`src/rtl/mu0_sequencer.sv`:
```
// MU0 phase sequencer and instruction register: drives fetch/exec1/exec2 strobes,
// holds the current and previous opcode, and counts retired instructions and busy cycles.
module mu0_sequencer #(
  parameter int OPW   = 4,
  parameter int ADDRW = 12,
  parameter int CNTW  = 16
) (
  input  logic                 clk,
  input  logic                 reset,
  input  logic                 start,
  input  logic                 step_mode,
  input  logic                 step,
  input  logic [OPW+ADDRW-1:0] ram_data,
  input  logic                 extra,
  output logic                 fetch,
  output logic                 exec1,
  output logic                 exec2,
  output logic [OPW-1:0]       mux2r,
  output logic [OPW-1:0]       premux2r,
  output logic [ADDRW-1:0]     operand,
  output logic                 running,
  output logic                 halted,
  output logic [CNTW-1:0]      instr_count,
  output logic [CNTW-1:0]      cycle_count
);

  localparam logic [OPW-1:0] OP_STA = OPW'(1);
  localparam logic [OPW-1:0] OP_STP = OPW'(7);

  typedef enum logic [2:0] {
    S_IDLE,
    S_FETCH,
    S_EXEC1,
    S_EXEC2,
    S_PAUSE,
    S_HALT
  } state_t;

  state_t                 r_state;
  state_t                 w_next;
  logic                   w_retire;
  logic                   w_running;
  logic [OPW+ADDRW-1:0]   r_ir;
  logic [OPW-1:0]         r_premux;
  logic [CNTW-1:0]        r_instr_cnt;
  logic [CNTW-1:0]        r_cycle_cnt;

  // During FETCH the word is still on the RAM bus, so decode it before IR captures it.
  assign mux2r   = (r_state == S_FETCH) ? ram_data[OPW+ADDRW-1:ADDRW] : r_ir[OPW+ADDRW-1:ADDRW];
  assign operand = (r_state == S_FETCH) ? ram_data[ADDRW-1:0]         : r_ir[ADDRW-1:0];

  assign w_running = (r_state == S_FETCH) || (r_state == S_EXEC1) || (r_state == S_EXEC2);

  assign fetch       = (r_state == S_FETCH);
  assign exec1       = (r_state == S_EXEC1);
  assign exec2       = (r_state == S_EXEC2);
  assign running     = w_running;
  assign halted      = (r_state == S_HALT);
  assign premux2r    = r_premux;
  assign instr_count = r_instr_cnt;
  assign cycle_count = r_cycle_cnt;

  always_comb begin
    w_next   = r_state;
    w_retire = 1'b0;
    case (r_state)
      S_IDLE: begin
        if (start) w_next = S_FETCH;
      end
      S_FETCH: begin
        if (mux2r == OP_STP) begin
          w_next = S_HALT;
        end else if (mux2r == OP_STA) begin
          w_retire = 1'b1;
          w_next   = step_mode ? S_PAUSE : S_FETCH;
        end else begin
          w_next = S_EXEC1;
        end
      end
      S_EXEC1: begin
        if (extra) begin
          w_next = S_EXEC2;
        end else begin
          w_retire = 1'b1;
          w_next   = step_mode ? S_PAUSE : S_FETCH;
        end
      end
      S_EXEC2: begin
        w_retire = 1'b1;
        w_next   = step_mode ? S_PAUSE : S_FETCH;
      end
      S_PAUSE: begin
        // A step pulse and dropping step_mode together still yield a single fetch.
        if (step || !step_mode) w_next = S_FETCH;
      end
      S_HALT: begin
        if (start) w_next = S_FETCH;
      end
      default: w_next = S_IDLE;
    endcase
  end

  always_ff @(posedge clk or posedge reset) begin
    if (reset) begin
      r_state <= S_IDLE;
    end else begin
      r_state <= w_next;
    end
  end

  always_ff @(posedge clk or posedge reset) begin
    if (reset) begin
      r_ir     <= '0;
      r_premux <= '0;
    end else begin
      if (r_state == S_FETCH) r_ir     <= ram_data;
      if (r_state == S_EXEC1) r_premux <= r_ir[OPW+ADDRW-1:ADDRW];
    end
  end

  always_ff @(posedge clk or posedge reset) begin
    if (reset) begin
      r_instr_cnt <= '0;
      r_cycle_cnt <= '0;
    end else begin
      if (w_retire)  r_instr_cnt <= r_instr_cnt + CNTW'(1);
      if (w_running) r_cycle_cnt <= r_cycle_cnt + CNTW'(1);
    end
  end

endmodule
```
`config.mk`:
```
export PLATFORM = sky130hd
export DESIGN_NAME = mu0_sequencer
export DESIGN_NICKNAME = d
export VERILOG_FILES = /design/src/rtl/mu0_sequencer.sv
export SDC_FILE = /design/constraint.sdc
export NUM_CORES = 1
export LEC_CHECK = 0
export ABC_AREA = 1
export CORE_UTILIZATION = 51
export CTS_CLUSTER_DIAMETER = 30
export DETAILED_ROUTE_END_ITERATION = 12
export PLACE_DENSITY = 0.87
export SLEW_MARGIN = 20
export SYNTH_ARGS = -nofsm -noshare
export SYNTH_HDL_FRONTEND = slang
export SYNTH_SLANG_ARGS = --single-unit
```
`constraint.sdc`:
```
create_clock -name clk -period 5.07 [get_ports clk]
set_clock_uncertainty 0.05 [all_clocks]
set_input_delay 1.521 -clock clk [delete_from_list [all_inputs] [get_ports clk]]
set_output_delay 1.521 -clock clk [all_outputs]
set_load 0.01 [all_outputs]
```
-- Word-level counts from Yosys, hierarchy flattened
Cells that the tools add are included.
W data, S select, Z words.
- register bits: 55
- word-level logic and storage cells: 36
- input port bits: 22
- output and inout bits: 57
- mux-type cells: 13
- add/subtract/negate cells: 2
- reduce and logical (&&, ||, !) cells: 7
- equal/unequal tests: 9
- operator list (kind ; number):
    $add A16 B1 Y16 const B ; 2
    $mux W3 ; 6
    $pmux W3 S5 ; 1
    $mux W12 ; 1
    $eq A3 B2 Y1 const B ; 2
    $eq A3 B3 Y1 const B ; 2
    $eq A4 B1 Y1 const B ; 1
    $eq A4 B3 Y1 const B ; 1
    $mux W4 ; 1
    $eq A3 B1 Y1 const B ; 1
    $logic_not A3 Y1 ; 1
    $logic_or A1 B1 Y1 ; 3
    $mux W1 ; 3
    $pmux W1 S3 ; 1
    $ne A2 B1 Y1 const B ; 1
    $ne A2 B2 Y1 const B ; 1
    $reduce_and A2 Y1 ; 1
    $reduce_or A2 Y1 ; 1
    $logic_not A1 Y1 ; 1

-- Longest topological paths before layout
- word-level depth: 6
- depth in mapped cells: 12
- gate-level depth less buffers: 12

-- Worst setup path after synthesis
No wires, ideal clock.
- path kind: input port to output port
- from: in ram_data[12]
- to: out mux2r[0]
- required time: 3499 ps
- arrival time: 1795 ps
- stages: 4
- buffers on the path: 0
- slack: 1704 ps
- cell sequence: inv_1 nand2_1 nand2_1 inv_1
- longest elaborated chain between the ends: 1
- ends and longest elaborated chain (what ; RTL line ; RTL):
    start: declaration ; 13 ; input logic [OPW+ADDRW-1:0] ram_data,
    $mux W4 ; 49 ; assign mux2r = (r_state == S_FETCH) ? ram_data[OPW+ADDRW-1:ADDRW] : r_ir[OPW+ADDRW-1:ADDRW];
    end: declaration ; 18 ; output logic [OPW-1:0] mux2r,
No other way between the ends.

-- Final worst setup path
- from: in ram_data[13]
- to: out mux2r[1]
Same word-level chain as after synthesis.

==> qor.yml <==
grt_start_max_net_pins: 52
post_cts_resized: 0
clk_pin_slew_ps: 80
pwr-share-comb_pct: 52.6
cts.htree.levels: 2
drv_slew: 0
slew_headroom_pct: 43.6
p_sw_mw: 0.792
dpl.cell_count: 479
path_max_fanout: 4
cts_buffers: 5
cts_tree: "yes"
peakVddDrop_v: 0.000371
ctsLongestPathBuffers: 2
fmaxAchievable_ghz: 0.228
hold_buffers: 0
coreArea_sq_mm: 0.00511
die_h_um: 75.0
synthesis.instances: 335
diodes: 0
ant_nets: 0
design.portCount: 79
vias_per_cell: 4.97
hold_viol: 0
r2r-end: "instr_count[9]"
dpl.hpwl_um: 4330
die-area_sq_mm: 0.00563
drc: 0
leakage_nw: 1.68
grt_usage_pct: 22.7
first_pass_iters: 4
drtIter0Drc: 103
avgSynthCellArea_sq_um: 8.12
tightest_slew_ps: 845
switching_share_pct: 40.6
grt_pass1_vias: 2273
final-instance-count-excl-fill: 485
clkSinkCount: 55
post_synth_instance_area_sq_mm: 0.00272
gr-total-overflow: 0
ys_types: 29
worstSkewPairLatency_ps: 300
cp-start-kind: "input port"
critPathCaptureType: "output port"
pwr-share-clk_pct: 11.2
period_needed_ps: 4380
place.gp.congestion: 0.854
p_seq_share_pct: 36.2
rsz0062_at_grt: "no"
run_status: "complete, no violations"
ys_seq_area_share_pct: 50.6
grt_first_pass_wirelength_um: 9690
area.growth.synth_to_final_pct: 33.7
die_x_um: 75.0
cts_root_buf: "clkbuf_8"
required_ps: 3500
fin_crit_sh_pct: 86.4
synth-seq-cells: 55
hp-start: "r_ir[0]"
nets: 440
path_class: "input port to output port"
rr_worst_depth: 10
reg2reg_slack_ps: 2720
drt_wl_total_um: 5820
port-buffer-count: 78
r2r_start: "r_state[2]"
cp-startpoint: "ram_data[13]"
yosys_warnings: 0
p_per_area_mw_per_mm2: 536
synth_nets: 359
initial_core_util_pct: 53.3
intPower_mw: 1.16
endpoint: "mux2r[1]"
postCtsSetupBuffers: 0
worst-endpoint-arrival_ps: 2810
dr_total_vias: 2409
drv_cap: 0
tns_ps: 0
hold_class: "flop to flop"
drive_above_1_share_pct: 6.99
final-setup-viol-count: 0
wl_per_cell_um: 12.0
num_rows: 26
antenna_found_initial: 0
## metal layers
layer	vias up	wire [um]	global-route usage (%)
met5	-	0	0
met4	0	35	5.24
met3	4	426	7.50
met2	67	2790	40.1
met1	1133	2570	26.7
li1	1205	-	-
## layout by cell type (no fill, tap or decap), drive strengths merged
| master | n |
|---|---|
| dfrtp | 55 |
| clkbuf | 6 |
| nor3 | 6 |
| nand2 | 129 |
| or2 | 2 |
| ha | 2 |
| a21oi | 4 |
| nor2 | 28 |
| xor2 | 13 |
| inv | 35 |
| xnor2 | 7 |
| nand3 | 24 |
| nand4 | 8 |
| clkinv | 1 |
| a211oi | 1 |
| buf | 1 |
| o21ai | 12 |
| clkdlybuf4s50 | 78 |
| nand3b | 1 |
| and3b | 1 |
| nor3b | 1 |
## cell type report
class / count / area, sq um
flip-flops and latches: 55 / 1380
inverters: 36 / 136
well taps: 70 / 87.6
clock buffers: 6 / 72.6
fillers: 412 / 1470
repair buffers: 79 / 788
multi-input cells: 239 / 1180
## worst min path at each step
stage	slack, ps	to	depth (start not counted)
2_1_floorplan	390	premux2r[1]	2
3_3_place_gp	410	premux2r[2]	2
3_5_place_dp	410	r_ir[0]	2
4_1_cts	440	r_ir[0]	2
5_1_grt	460	premux2r[2]	2
6_report	430	r_ir[0]	2
## metrics by stage
stage | util (%) | power (mW) | worst slack [ps] | hold WS (ps) | area [sq um]
final | 71.2 | 1.95 | 687 | 431 | 3640
after detailed placement | 69.8 | 1.74 | 691 | 411 | 3560
after CTS | 71.2 | 1.97 | 692 | 436 | 3640
after global routing | 71.2 | 2.10 | 627 | 456 | 3640
after global placement | 69.8 | 1.70 | 731 | 406 | 3560
after floorplan | - | 1.27 | 1700 | 392 | 2720
## critical path: stages
cell and delay [ps]:
clkdlybuf4s50_1 450, nand4_1 140, nand2_2 150, clkdlybuf4s50_1 550
## cells by family after synthesis
family | Yosys count | synth area share, %
buffers and inverters | 41 | 6.21
XOR/XNOR | 20 | 6.44
AO/OA/AOI/OAI | 17 | 3.22
adder cells (fa/ha/maj) | 2 | 0.919
flip-flops | 55 | 50.6
AND/OR/NAND/NOR | 200 | 32.6
## power by group through the flow
stage	Sequential [mW]	Clock [mW]	Combinational, mW
after floorplan	0.721	0	0.550
after global placement	0.704	0	0.999
after detailed placement	0.713	0	1.02
after CTS	0.705	0.230	1.03
after global routing	0.726	0.245	1.13
final	0.705	0.219	1.03
## Yosys cell counts
master	n	share of area, %
nor3_1	5	0.92
ha_1	2	0.92
dfrtp_1	55	51
o21ai_1	6	1.1
xor2_1	13	4.2
o21ai_0	6	1.1
buf_1	1	0.14
buf_6	1	0.41
nand4_1	8	1.8
nor2_1	22	3.0
buf_4	2	0.55
nand2_4	1	0.41
nand3_2	2	0.74
nor2_2	4	0.92
xnor2_1	7	2.3
nand2_2	6	1.4
inv_2	4	0.55
nor2_4	2	0.83
or2_2	2	0.46
and3b_1	1	0.32
a211oi_1	1	0.28
nand3b_1	1	0.28
inv_1	32	4.4
clkbuf_1	1	0.14
a21oi_1	4	0.74
nor3_2	1	0.37
nand3_1	22	4.0
nor3b_1	1	0.28
nand2_1	122	17
## flip-flops by register name (all words and copies together), names as in the netlist
| name | flops |
|---|---|
| r_ir | 16 |
| r_state | 3 |
| premux2r | 4 |
| instr_count | 16 |
| cycle_count | 16 |
(Power assumes the default switching activity.)
